[src/rtl/score_display.sv]
// Per-player BCD score counter rendered as NUM_DIGITS seven-segment digits on the VGA raster.
// Optional macro SCORE_BLINK_EN blinks the digits for BLINK_FRAMES frames after each score change.

module score_digit #(
  parameter int X0      = 330,
  parameter int Y0      = 50,
  parameter int DIGIT_W = 30,
  parameter int DIGIT_H = 50,
  parameter int SEG_T   = 5
) (
  input  logic       clock,
  input  logic       rst_n,
  input  logic [9:0] cx,
  input  logic [8:0] cy,
  input  logic [9:0] xoff,
  input  logic [3:0] nib,
  input  logic       blank,
  output logic       lit
);
  localparam logic signed [11:0] X0S  = 12'(X0);
  localparam logic signed [11:0] Y0S  = 12'(Y0);
  localparam logic signed [11:0] ZERO = 12'sd0;
  localparam logic signed [11:0] W    = 12'(DIGIT_W);
  localparam logic signed [11:0] H    = 12'(DIGIT_H);
  localparam logic signed [11:0] T    = 12'(SEG_T);
  localparam logic signed [11:0] WR   = 12'(DIGIT_W - SEG_T);
  localparam logic signed [11:0] HD   = 12'(DIGIT_H - SEG_T);
  localparam logic signed [11:0] H2   = 12'(DIGIT_H / 2);
  localparam logic signed [11:0] G0   = 12'(DIGIT_H / 2 - SEG_T / 2);
  localparam logic signed [11:0] G1   = 12'(DIGIT_H / 2 - SEG_T / 2 + SEG_T);

  logic signed [11:0] bx, rx, ry;
  logic               in_cell, upper, left, right;
  logic [6:0]         seg_d, seg_q, pat_d, pat_q;

  // seg/pat bit order is {g,f,e,d,c,b,a}
  always_comb begin
    bx      = X0S + $signed({{2{xoff[9]}}, xoff});
    rx      = $signed({2'b00, cx}) - bx;
    ry      = $signed({3'b000, cy}) - Y0S;
    in_cell = (rx >= ZERO) && (rx < W) && (ry >= ZERO) && (ry < H);
    upper   = ry < H2;
    left    = rx < T;
    right   = rx >= WR;
    seg_d[0] = in_cell && (ry < T);
    seg_d[1] = in_cell && right && upper;
    seg_d[2] = in_cell && right && !upper;
    seg_d[3] = in_cell && (ry >= HD);
    seg_d[4] = in_cell && left && !upper;
    seg_d[5] = in_cell && left && upper;
    seg_d[6] = in_cell && (ry >= G0) && (ry < G1);
  end

  always_comb begin
    case (nib)
      4'd0:    pat_d = 7'h3F;
      4'd1:    pat_d = 7'h06;
      4'd2:    pat_d = 7'h5B;
      4'd3:    pat_d = 7'h4F;
      4'd4:    pat_d = 7'h66;
      4'd5:    pat_d = 7'h6D;
      4'd6:    pat_d = 7'h7D;
      4'd7:    pat_d = 7'h07;
      4'd8:    pat_d = 7'h7F;
      4'd9:    pat_d = 7'h6F;
      default: pat_d = 7'h00;
    endcase
    if (blank) pat_d = 7'h00;
  end

  always_ff @(posedge clock or negedge rst_n) begin
    if (!rst_n) begin
      seg_q <= '0;
      pat_q <= '0;
    end else begin
      seg_q <= seg_d;
      pat_q <= pat_d;
    end
  end

  assign lit = |(seg_q & pat_q);
endmodule

module score_display #(
  parameter int NUM_DIGITS   = 2,
  parameter int MAX_SCORE    = 11,
  parameter int X_ORIGIN     = 330,
  parameter int Y_ORIGIN     = 50,
  parameter int DIGIT_W      = 30,
  parameter int DIGIT_H      = 50,
  parameter int SEG_T        = 5,
  parameter int DIGIT_GAP    = 10,
  parameter int BLINK_FRAMES = 60
) (
  input  logic                    clock,
  input  logic                    rst_n,
  input  logic [9:0]              CounterX,
  input  logic [8:0]              CounterY,
  input  logic [9:0]              xOffset,
  input  logic                    score_inc,
  input  logic                    score_clr,
  output logic                    scoreOut,
  output logic [4*NUM_DIGITS-1:0] score_bcd,
  output logic                    win
);
  function automatic logic [4*NUM_DIGITS-1:0] to_bcd(input int v);
    int t;
    t = v;
    to_bcd = '0;
    for (int i = 0; i < NUM_DIGITS; i++) begin
      to_bcd[4*i +: 4] = 4'(t % 10);
      t = t / 10;
    end
  endfunction

  localparam logic [4*NUM_DIGITS-1:0] MAX_BCD = to_bcd(MAX_SCORE);

  logic [4*NUM_DIGITS-1:0] score_d, score_q;
  logic                    win_d, win_q;
  logic                    score_out_d, score_out_q;
  logic                    carry, zrun, mask;
  logic [NUM_DIGITS-1:0]   blank, lit;

  always_comb begin
    score_d = score_q;
    carry   = 1'b1;
    if (score_clr) begin
      score_d = '0;
    end else if (score_inc && score_q != MAX_BCD) begin
      for (int i = 0; i < NUM_DIGITS; i++) begin
        if (carry) begin
          if (score_q[4*i +: 4] >= 4'd9) begin
            score_d[4*i +: 4] = 4'd0;
          end else begin
            score_d[4*i +: 4] = score_q[4*i +: 4] + 4'd1;
            carry = 1'b0;
          end
        end
      end
    end
    win_d = (score_d == MAX_BCD);
  end

  // display index k=0 is the most significant nibble
  always_comb begin
    zrun  = 1'b1;
    blank = '0;
    for (int k = 0; k < NUM_DIGITS; k++) begin
      zrun     = zrun && (score_q[4*(NUM_DIGITS-1-k) +: 4] == 4'd0);
      blank[k] = zrun && (k != NUM_DIGITS - 1);
    end
  end

  for (genvar k = 0; k < NUM_DIGITS; k++) begin : g_dig
    score_digit #(
      .X0     (X_ORIGIN + k * (DIGIT_W + DIGIT_GAP)),
      .Y0     (Y_ORIGIN),
      .DIGIT_W(DIGIT_W),
      .DIGIT_H(DIGIT_H),
      .SEG_T  (SEG_T)
    ) u_dig (
      .clock(clock),
      .rst_n(rst_n),
      .cx   (CounterX),
      .cy   (CounterY),
      .xoff (xOffset),
      .nib  (score_q[4*(NUM_DIGITS-1-k) +: 4]),
      .blank(blank[k]),
      .lit  (lit[k])
    );
  end

`ifdef SCORE_BLINK_EN
  localparam int BW = ($clog2(BLINK_FRAMES + 1) < 4) ? 4 : $clog2(BLINK_FRAMES + 1);
  logic [BW-1:0] blink_d, blink_q;
  logic          bumped, frame_start;

  always_comb begin
    bumped      = score_inc && !score_clr && (score_q != MAX_BCD);
    frame_start = (CounterX == 10'd0) && (CounterY == 9'd0);
    blink_d     = blink_q;
    if (score_clr)                            blink_d = '0;
    else if (bumped)                          blink_d = BW'(BLINK_FRAMES);
    else if (frame_start && blink_q != '0)    blink_d = blink_q - BW'(1);
  end

  always_ff @(posedge clock or negedge rst_n) begin
    if (!rst_n) blink_q <= '0;
    else        blink_q <= blink_d;
  end

  assign mask = (blink_q != '0) && blink_q[3];
`else
  logic [7:0] blink_unused;
  assign blink_unused = 8'(BLINK_FRAMES);
  assign mask = 1'b0;
`endif

  assign score_out_d = (|lit) && !mask;

  always_ff @(posedge clock or negedge rst_n) begin
    if (!rst_n) begin
      score_q     <= '0;
      win_q       <= 1'b0;
      score_out_q <= 1'b0;
    end else begin
      score_q     <= score_d;
      win_q       <= win_d;
      score_out_q <= score_out_d;
    end
  end

  assign scoreOut  = score_out_q;
  assign score_bcd = score_q;
  assign win       = win_q;
endmodule

[config.mk]
export PLATFORM = sky130hd
export DESIGN_NAME = score_display
export DESIGN_NICKNAME = d
export VERILOG_FILES = /design/src/rtl/score_display.sv
export SDC_FILE = /design/constraint.sdc
export NUM_CORES = 1
export LEC_CHECK = 0
export ABC_AREA = 1
export BUFFER_PORTS_ARGS = -buffer_cell sky130_fd_sc_hd__buf_2
export CORE_MARGIN = 4
export CORE_UTILIZATION = 52
export CTS_BUF_LIST = sky130_fd_sc_hd__clkbuf_8
export DETAILED_ROUTE_END_ITERATION = 12
export HOLD_SLACK_MARGIN = 0.03
export PLACE_DENSITY = 0.73
export SETUP_SLACK_MARGIN = 0.02
export SLEW_MARGIN = 25
export SYNTH_ARGS = -nofsm -noshare
export SYNTH_HDL_FRONTEND = slang
export SYNTH_SLANG_ARGS = --single-unit
[constraint.sdc]
create_clock -name clock -period 4.8 [get_ports clock]
set_input_delay 0.48 -clock clock [delete_from_list [all_inputs] [get_ports clock]]
set_output_delay 0.48 -clock clock [all_outputs]
set_load 0.005 [all_outputs]
==> results of run 1 <==
flip-flops by register name, indices dropped and copies added (netlist names):
register           flops
scoreOut               1
score_bcd              8
win                    1
g_dig.u_dig.seg_q     14
g_dig.u_dig.pat_q     14
metrics by stage:
step	cells	worst slack (ps)	hold slack (ps)	power (mW)
after floorplan	525	2354	184.4	0.6053
final	649	2135	273.0	0.9168
after detailed placement	641	1861	466.9	0.6919
after global placement	641	1911	462.0	0.6871
after CTS	649	2157	303.6	0.9199
after global routing	649	1788	338.9	0.9850
layout make-up:
type | count | area share (%)
Timing Repair Buffer | 42 | 5.404
Clock buffer | 6 | 2.123
Multi-Input combinational cell | 403 | 57.41
Sequential cell | 38 | 24.45
Inverter | 81 | 7.816
Clock inverter | 2 | 0.3216
Tap cell | 77 | 2.477
routing by layer:
| layer | up-vias | track usage, % | routed length [um] |
|---|---|---|---|
| met4 | 0 | 4.082 | 57 |
| met5 | - | 0 | 0 |
| met1 | 1512 | 27.22 | 3957 |
| met2 | 96 | 30.99 | 3434 |
| met3 | 7 | 3.255 | 430 |
| li1 | 1764 | - | - |
cell usage in the layout (no fill, tap or decap), types with 4 or more instances in the layout:
cell type	synthesis	final
sky130_fd_sc_hd__nand2_1	146	146
sky130_fd_sc_hd__xor2_1	19	19
sky130_fd_sc_hd__dfrtp_1	38	38
sky130_fd_sc_hd__nand4_1	16	16
sky130_fd_sc_hd__clkbuf_8	0	6
sky130_fd_sc_hd__buf_2	1	42
sky130_fd_sc_hd__nor2_2	9	9
sky130_fd_sc_hd__a31oi_1	4	4
sky130_fd_sc_hd__nand2_2	8	8
sky130_fd_sc_hd__a21oi_1	17	17
sky130_fd_sc_hd__ha_1	33	33
sky130_fd_sc_hd__nand3_1	36	36
sky130_fd_sc_hd__o21ai_0	17	17
sky130_fd_sc_hd__inv_1	78	78
sky130_fd_sc_hd__nor2_1	63	63
sky130_fd_sc_hd__nor3_1	7	7
cells by family (layout without fill, tap and decap cells):
group	count (synthesis)	in the layout	synth area share, %
xor gates and xnor gates	20	20	4.982
DFF	38	38	27.05
AOI/OAI and AO/OA	51	51	8.470
buffers and inverters	84	131	9.430
adders and majority gates	34	34	12.31
and+or+nand+nor	298	298	37.76
worst reg2reg max path, cell delays in order, from the launching register on:
cell                      delay, ps
sky130_fd_sc_hd__dfrtp_1        480
sky130_fd_sc_hd__inv_1          220
sky130_fd_sc_hd__ha_1           190
sky130_fd_sc_hd__inv_1           50
sky130_fd_sc_hd__nor3_1         170
sky130_fd_sc_hd__nand3_1        120
sky130_fd_sc_hd__nand2_2        160
sky130_fd_sc_hd__nor2_4          60
sky130_fd_sc_hd__nor2_2         170
sky130_fd_sc_hd__nand2_1         80
sky130_fd_sc_hd__a21oi_1        180
sky130_fd_sc_hd__nor2_1          60
sky130_fd_sc_hd__nand2_1         60
sky130_fd_sc_hd__nor2_1          40
power by group through the flow:
| stage | sequential [mW] | combinational, mW | clock, mW |
|---|---|---|---|
| 6_report | 0.341 | 0.350 | 0.226 |
| 4_1_cts | 0.341 | 0.347 | 0.232 |
| 2_1_floorplan | 0.345 | 0.261 | 0 |
| 5_1_grt | 0.342 | 0.396 | 0.247 |
| 3_3_place_gp | 0.347 | 0.340 | 0 |
| 3_5_place_dp | 0.347 | 0.345 | 0 |
worst max path at each step:
stage | start | depth (start not counted) | endpoint
after CTS | xOffset[1] | 15 | g_dig[0].u_dig.seg_q[1]
after detailed placement | xOffset[1] | 15 | g_dig[0].u_dig.seg_q[1]
final | xOffset[1] | 15 | g_dig[0].u_dig.seg_q[0]
after global routing | xOffset[1] | 15 | g_dig[0].u_dig.seg_q[4]
after floorplan | xOffset[1] | 17 | g_dig[1].u_dig.seg_q[2]
after global placement | xOffset[1] | 15 | g_dig[0].u_dig.seg_q[0]
==> flow_summary.yaml, run 1 <==
global_route:
  grt_pass1_vias: 3082
  grt_max_degree: 39
  grt_usage_pct: 19.24
  grt_first_pass_wirelength_um: 13100
  grt-ovfl-total: 0
  initial_antenna_violation_count: 0
placed_design:
  place.gp.congestion: 0.9383
  place.port_buffers: 42
  place_hpwl_um: 6526
  placed_area_um2: 3795
power_and_ir_drop:
  max-vdd-ir-drop_uv: 119.8
  power.net_switching_mw: 0.3445
  clock_power_share_pct: 24.6
  power.sequential.fraction_pct: 37.2
  sw_frac_of_total_pct: 37.57
  powerDensity_nw_per_um2: 235.7
  static-leakage-power_nw: 2.210
  p_comb_share_pct: 38.2
  internal_power_mw: 0.5724
setup_path:
  critPathTopFamily: "simple AND/OR/NAND/NOR gates"
  cp-start-kind: "input port"
  crit_required_ps: 5030
  crit_path_cell_trace: "buf_2, ha_1, nor2_1, o21ai_0, a21oi_1, xor2_1, ha_1, inv_1, nor3_1, nand3_1, nand3_1, nand3_1, nand2_1, nand3_1, nor2_1"
  critPathKind: "input port to flip-flop"
  arrival_ps: 2890
  critical_path_buf_inv_count: 2
  worst_r2r_endpoint: "win"
  cp_slowest_cell: "sky130_fd_sc_hd__ha_1"
  critical_path.endpoint_type: "flip-flop"
  critPathMaxFanout: 5
  crit_path_frequent_cell: "sky130_fd_sc_hd__nand3_1"
  reg2reg_from: "score_bcd[1]"
  reg2reg_slack_ps: 2670
  critPathMaxStageDelay_ps: 370
  worst_r2r_path_depth: 13
final_layout:
  area.growth.synth_to_final_pct: 10.64
  seqCellArea_um2: 950.9
  design_area_um2: 3890
  fillCellCount: 616
  final_util_pct: 60.23
  layout.nets: 638
  multi_input_combinational_cell_area_um2: 2233
  antennaDiodeCount: 0
  drive_above_1_share_pct: 13.99
timing:
  worst_pin_slew_ps: 798.8
  setup_viol: 0
  relSlewSlack_pct: 46.74
  rsz0062_at_grt: "no"
  period_share_pct: 55.51
  tns_ps: 0
  max_freq_ghz: 0.3753
  finalClockSkew_ps: 8.028
  finalHoldViolations: 0
  finalCriticalPeriod_ps: 2665
  timing.final.max_slew_violations: 0
floorplanning:
  die_x_um: 90.23
  die_area_um2: 8141
  fp.dieH_um: 90.23
  num_io_pins: 43
  core-area_um2: 6459
  std_cell_rows: 29
  floorplan.initialDensity_pct: 54.44
detailed_routing:
  drt-total-wl_um: 7879
  detail_route.drc_violations: 0
  drt_iter0_markers: 175
  first_pass_iters: 5
  route.vias.total: 3379
  routed_wire_length_per_instance_um: 12.14
  detail_route.vias_per_cell: 5.206
  ant_nets: 0
cts:
  ctsHtreeMaxLevel: 2
  numClockSinks: 38
  cts.root.buffer_cell: "sky130_fd_sc_hd__clkbuf_8"
  latest_clock_arrival_within_the_worst_skew_pair_ps: 290
  clkSlewWorstSetupHoldPaths_ps: 70
  cts_setup_buffers: 0
  cts_hold_buffers: 0
  ctsLongestPathBuffers: 2
  ctsResizeCount: 0
  cts_buffers: 5
  cts_tree: "yes"
worst_hold_path:
  worst_hold_path_type: "input port to async pin"
synthesis:
  synth_area_per_cell_um2: 6.697
  syn-instance-count: 525
  synth_largest_type_area_fraction_pct: 27.05
  synth.ff_latch_count: 38
  synth_top_cells_by_count: "sky130_fd_sc_hd__nand2_1, sky130_fd_sc_hd__inv_1, sky130_fd_sc_hd__nor2_1, sky130_fd_sc_hd__dfrtp_1, sky130_fd_sc_hd__nand3_1"
  async_reset_ff_share_pct: 100.0
  synth_top_cells_by_area: "sky130_fd_sc_hd__dfrtp_1, sky130_fd_sc_hd__nand2_1, sky130_fd_sc_hd__ha_1, sky130_fd_sc_hd__inv_1, sky130_fd_sc_hd__nor2_1"
  synth-edff-count: 0
  yosys.area.top_type: "sky130_fd_sc_hd__dfrtp_1"
  most_frequently_used_cell_type_in_the_post_synthesis_netlist: "sky130_fd_sc_hd__nand2_1"
  post_synthesis_sequential_area_ratio_pct: 27.05
  yosysWarnings: 0
  cell_area_synth_um2: 3516
  synth.lib_cells_used.distinct: 36
  synth.net_count: 592
  most_common_flop_cell_mapped_by_yosys: "sky130_fd_sc_hd__dfrtp_1"
run:
  max_cap_violations: 0
status:
  outcome: "finished, final reports clean"
Power figures use the tool's default switching activity.
==> run 2: changes to the inputs <==
==> constraint.sdc (replaced) <==
create_clock -name clock -period 2.8 [get_ports clock]
set_input_delay 0.28 -clock clock [delete_from_list [all_inputs] [get_ports clock]]
set_output_delay 0.28 -clock clock [all_outputs]
set_load 0.005 [all_outputs]
==> run 2 against run 1 <==
Clock power is 110% higher; worst hold slack got worse by 200 ps; die area did not move; sequential share of layout area decreased by 0.12 points; largest power group unchanged; critical endpoint is now g_dig[1].u_dig.seg_q[1]; core utilization rose by 0.29 points; critical path depth grew 3; power rose by 80%.
==> flow_summary.yaml, run 2 (synthesized netlist as in run 1, its figures left out) <==
status:
  outcome: "finished, final reports clean"
setup_path:
  crit_required_ps: 3030
  startpoint: "xOffset[1]"
  critPathMaxStageDelay_ps: 310
  critPathKind: "input port to flip-flop"
  reg2reg_slack_ps: 610
  cp-start-kind: "input port"
  worst_r2r_endpoint: "win"
  arrival_ps: 2660
  worst_r2r_path_depth: 13
  critical_path.endpoint_type: "flip-flop"
  critPathMaxFanout: 5
  crit_path_frequent_cell: "sky130_fd_sc_hd__nand2_1"
  reg2reg_from: "score_bcd[1]"
  cp_slowest_cell: "sky130_fd_sc_hd__ha_1"
  crit_path_cell_trace: "buf_2, ha_1, nand2_1, nand3_1, a21oi_1, xor2_1, ha_1, nand2_1, inv_1, a21oi_1, nand3_1, nand2_1, nand2_1, nor2_2, nand3_2, nor2_4, nand3_2, nor2_1"
cts:
  cts_hold_buffers: 0
  latest_clock_arrival_within_the_worst_skew_pair_ps: 300
  ctsLongestPathBuffers: 2
  cts_buffers: 5
  ctsHtreeMaxLevel: 2
  cts.root.buffer_cell: "sky130_fd_sc_hd__clkbuf_8"
  numClockSinks: 38
  cts_tree: "yes"
  cts_setup_buffers: 0
  clkSlewWorstSetupHoldPaths_ps: 80
  ctsResizeCount: 0
detailed_routing:
  drt_iter0_markers: 189
  drt-total-wl_um: 7935
  ant_nets: 0
  route.vias.total: 3353
  first_pass_iters: 4
  detail_route.drc_violations: 0
  detail_route.vias_per_cell: 5.166
  routed_wire_length_per_instance_um: 12.23
placed_design:
  place.port_buffers: 42
  place.gp.congestion: 0.9134
  post-place-cells: 641
  place_hpwl_um: 6528
global_route:
  grt_max_degree: 39
  grt-ovfl-total: 0
  grt_first_pass_wirelength_um: 13520
  initial_antenna_violation_count: 0
  grt_pass1_vias: 3086
  grt_usage_pct: 19.91
power_and_ir_drop:
  powerDensity_nw_per_um2: 422.7
  static-leakage-power_nw: 2.213
  max-vdd-ir-drop_uv: 204.8
timing:
  max_freq_ghz: 0.4113
  worst_pin_slew_ps: 808.3
  finalCriticalPeriod_ps: 2431
  relSlewSlack_pct: 46.11
  setup_viol: 0
  timing.final.max_slew_violations: 0
  rsz0062_at_grt: "no"
  tns_ps: 0
  finalClockSkew_ps: 5.933
  worst_hold_slack_ps: 70.20
  finalHoldViolations: 0
  period_share_pct: 86.83
final_layout:
  drive_above_1_share_pct: 13.99
  mostFrequentLayoutCells: "sky130_fd_sc_hd__nand2_1, sky130_fd_sc_hd__inv_1, sky130_fd_sc_hd__nor2_1"
  final_util_pct: 60.52
  area.growth.synth_to_final_pct: 11.17
  final_cell_count_no_fill: 649
  layout.cells.most_common: "sky130_fd_sc_hd__nand2_1"
  antennaDiodeCount: 0
  layout.nets: 638
worst_hold_path:
  worst_hold_path_type: "input port to async pin"
floorplanning:
  core-area_um2: 6459
  die_area_um2: 8141
  num_io_pins: 43
  fp.dieH_um: 90.23
  die_x_um: 90.23
  std_cell_rows: 29
  floorplan.initialDensity_pct: 54.44
run:
  max_cap_violations: 0
-- run 2: worst max-delay path: cells and delay by family --
| family | cells | cell delay [ps] |
|---|---|---|
| adders and majority gates | 2 | 520 |
| xor gates and xnor gates | 1 | 200 |
| buffers and inverters | 2 | 170 |
| AOI/OAI and AO/OA | 2 | 390 |
| and+or+nand+nor | 11 | 1080 |
-- run 2: worst max path at each step --
stage / depth (start not counted) / to / slack [ps]
floorplan: 17 / g_dig[1].u_dig.seg_q[2] / 550
global placement: 15 / g_dig[0].u_dig.seg_q[0] / 110
detailed placement: 18 / g_dig[1].u_dig.seg_q[1] / 100
CTS: 18 / g_dig[1].u_dig.seg_q[1] / 390
global route: 18 / g_dig[1].u_dig.seg_q[5] / 30
finish: 18 / g_dig[1].u_dig.seg_q[1] / 370
-- run 2: routing by layer --
metal | share of wire [%] | global-route usage (%)
met5 | 0 | 0
met4 | 0.87 | 4.337
met3 | 3.7 | 3.255
met2 | 44 | 31.92
met1 | 51 | 28.29
-- run 2: metrics by stage --
stage	power (mW)	setup WS (ps)	cell area [um^2]
final	1.652	368.9	3909
after CTS	1.658	387.9	3909
after global routing	1.777	27.06	3909
after detailed placement	1.190	96.39	3795
after floorplan	1.038	554.2	3516
after global placement	1.178	111.5	3795
-- run 2: cell type report --
class	count	area (um^2)
multi-input cells	403	2233
repair buffers	42	210.2
fillers	642	2550
clock buffers	5	68.82
flip-flops and latches	38	950.9
well taps	77	96.34
inverters	81	304.0
clock inverters	3	45.04
-- run 2: power by group --
part | switching [mW] | internal (mW)
clock network | 0.202 | 0.265
registers | 0.0143 | 0.570
logic | 0.388 | 0.213
total | 0.604 | 1.05
==> run 3: changes to the inputs <==
==> constraint.sdc (replaced) <==
create_clock -name clock -period 2.5 [get_ports clock]
set_input_delay 0.25 -clock clock [delete_from_list [all_inputs] [get_ports clock]]
set_output_delay 0.25 -clock clock [all_outputs]
set_load 0.005 [all_outputs]
==> run 3 against run 2 <==
Sequential power up 12%; via count is 2.2% higher; first-iteration DRC count is 17% higher; routed wire length is 1.8% higher; critical path type unchanged; sequential share of layout area decreased by 0.48 points; final cell count grew 1.4%; global-route usage is 0.14 points lower; clock skew shrank 1.4 ps; largest cell class unchanged; highest routed layer unchanged; count of clock-buffer cells in the layout increased by 1; worst hold slack lost 14 ps; die area stayed put; register-to-register slack worse by 230 ps.
==> flow_summary.yaml, run 3 (synthesized netlist as in run 1, its figures left out) <==
timing:
  worst_pin_slew_ps: 811.5
  finalClockSkew_ps: 4.558
  rsz0062_at_grt: "yes"
  worst_hold_slack_ps: 56.05
  relSlewSlack_pct: 45.90
  max_freq_ghz: 0.4274
  setup_viol: 0
  tns_ps: 0
  period_share_pct: 93.58
  finalCriticalPeriod_ps: 2339
  timing.final.max_slew_violations: 0
  finalHoldViolations: 0
cts:
  cts_tree: "yes"
  ctsLongestPathBuffers: 2
  cts_buffers: 5
  clkSlewWorstSetupHoldPaths_ps: 70
  cts.root.buffer_cell: "sky130_fd_sc_hd__clkbuf_8"
  latest_clock_arrival_within_the_worst_skew_pair_ps: 290
  numClockSinks: 38
  ctsHtreeMaxLevel: 2
floorplanning:
  fp.dieH_um: 90.23
  core-area_um2: 6459
  die_area_um2: 8141
  num_io_pins: 43
  std_cell_rows: 29
  floorplan.initialDensity_pct: 54.44
  die_x_um: 90.23
detailed_routing:
  route.vias.total: 3427
  ant_nets: 0
  drt_iter0_markers: 222
  detail_route.vias_per_cell: 5.208
  routed_wire_length_per_instance_um: 12.28
  first_pass_iters: 5
  drt-total-wl_um: 8078
  detail_route.drc_violations: 0
setup_path:
  critical_path.endpoint_type: "flip-flop"
  startpoint: "xOffset[1]"
  reg2reg_from: "score_bcd[1]"
  critPathMaxFanout: 4
  critPathKind: "input port to flip-flop"
  arrival_ps: 2550
  crit_required_ps: 2710
  cp_slowest_cell: "sky130_fd_sc_hd__ha_1"
  crit_path_frequent_cell: "sky130_fd_sc_hd__nand2_1"
  critPathTopFamily: "simple AND/OR/NAND/NOR gates"
  worst_r2r_path_depth: 13
  worst_r2r_endpoint: "win"
  crit_path_cell_trace: "buf_2, ha_1, nand2_1, nand3_1, a21oi_2, xor2_1, ha_1, nand2_1, inv_1, a21oi_2, nand3_1, nand2_1, nand2_1, nor2_2, nand3_2, nor2_4, nand2_1, nor2_1"
  critical_path_buf_inv_count: 2
  cp-start-kind: "input port"
  reg2reg_slack_ps: 380
  cp.depth: 18
  critPathMaxStageDelay_ps: 300
run:
  max_cap_violations: 0
power_and_ir_drop:
  max-vdd-ir-drop_uv: 325.1
  internal_power_mw: 1.119
  sw_frac_of_total_pct: 37.14
  p_comb_share_pct: 39.6
  power.sequential.fraction_pct: 36.8
  powerDensity_nw_per_um2: 446.3
  static-leakage-power_nw: 2.255
  power.net_switching_mw: 0.6609
  clock_power_share_pct: 23.6
global_route:
  grt_first_pass_wirelength_um: 13550
  grt_max_degree: 39
  grt-ovfl-total: 0
  grt_usage_pct: 19.77
  initial_antenna_violation_count: 0
  grt_pass1_vias: 3147
final_layout:
  mostFrequentLayoutCells: "sky130_fd_sc_hd__nand2_1, sky130_fd_sc_hd__inv_1, sky130_fd_sc_hd__nor2_1"
  antennaDiodeCount: 0
  final_util_pct: 61.74
  fillCellCount: 630
  layout.nets: 647
  seqCellArea_um2: 950.9
  area.growth.synth_to_final_pct: 13.42
  drive_above_1_share_pct: 17.04
  final_cell_count_no_fill: 658
  layout.cells.most_common: "sky130_fd_sc_hd__nand2_1"
  multi_input_combinational_cell_area_um2: 2267
placed_design:
  place_hpwl_um: 6646
  post-place-cells: 649
  place.port_buffers: 42
  place.gp.congestion: 0.9249
status:
  outcome: "finished, final reports clean"
worst_hold_path:
  worst_hold_path_type: "input port to async pin"
==> run 3: changes by cell type in the layout (fill, tap and decap cells not counted), sizes merged <==
cell      delta
buf          +9
inv          +1
clkinv       +1
clkinvlp     -2
clkbuf       +1
bufinv       -1
==> run 3: area by class of cell <==
class | count | area share [%]
flip-flops and latches | 38 | 23.85
well taps | 77 | 2.416
clock inverters | 2 | 0.2196
multi-input cells | 403 | 56.86
inverters | 81 | 7.625
repair buffers | 51 | 6.966
clock buffers | 6 | 2.071
==> run 3: through the flow <==
step                worst slack, ps  cell area, um^2  power, mW
finish                        160.5             3988      1.780
global route                 -7.630             3988      1.913
CTS                           137.0             3946      1.772
detailed placement           -151.5             3855      1.348
global placement             -86.04             3855      1.332
floorplan                     284.2             3516      1.162
==> run 3: repair_timing <==
item                                    CTS  global route
endpoints found under the setup margin    0            14
buffers inserted                          0             1
gates resized for setup                   0            12
hold buffers                              0             0
==> run 3: routing by layer <==
metal  up-vias  GRT usage, %  wire length (um)
li1       1786             -                 -
met1      1551         27.89              3933
met4         0         3.571                61
met2        83         32.23              3690
met5         -             0                 0
met3         7         3.339               393
==> run 3: how the worst max path moves through the flow <==
stage                              end  slack, ps
2_1_floorplan  g_dig[1].u_dig.seg_q[2]        280
3_3_place_gp   g_dig[1].u_dig.seg_q[2]        -90
3_5_place_dp   g_dig[1].u_dig.seg_q[2]       -150
4_1_cts        g_dig[1].u_dig.seg_q[2]        140
5_1_grt        g_dig[0].u_dig.seg_q[0]         -8
6_report       g_dig[1].u_dig.seg_q[5]        160
==> run 3: power by group through the flow <==
stage | sequential [mW] | combinational (mW) | clock, mW
after floorplan | 0.662 | 0.500 | 0
after global placement | 0.666 | 0.667 | 0
after detailed placement | 0.667 | 0.681 | 0
after CTS | 0.655 | 0.684 | 0.432
after global routing | 0.657 | 0.796 | 0.460
final | 0.655 | 0.704 | 0.421
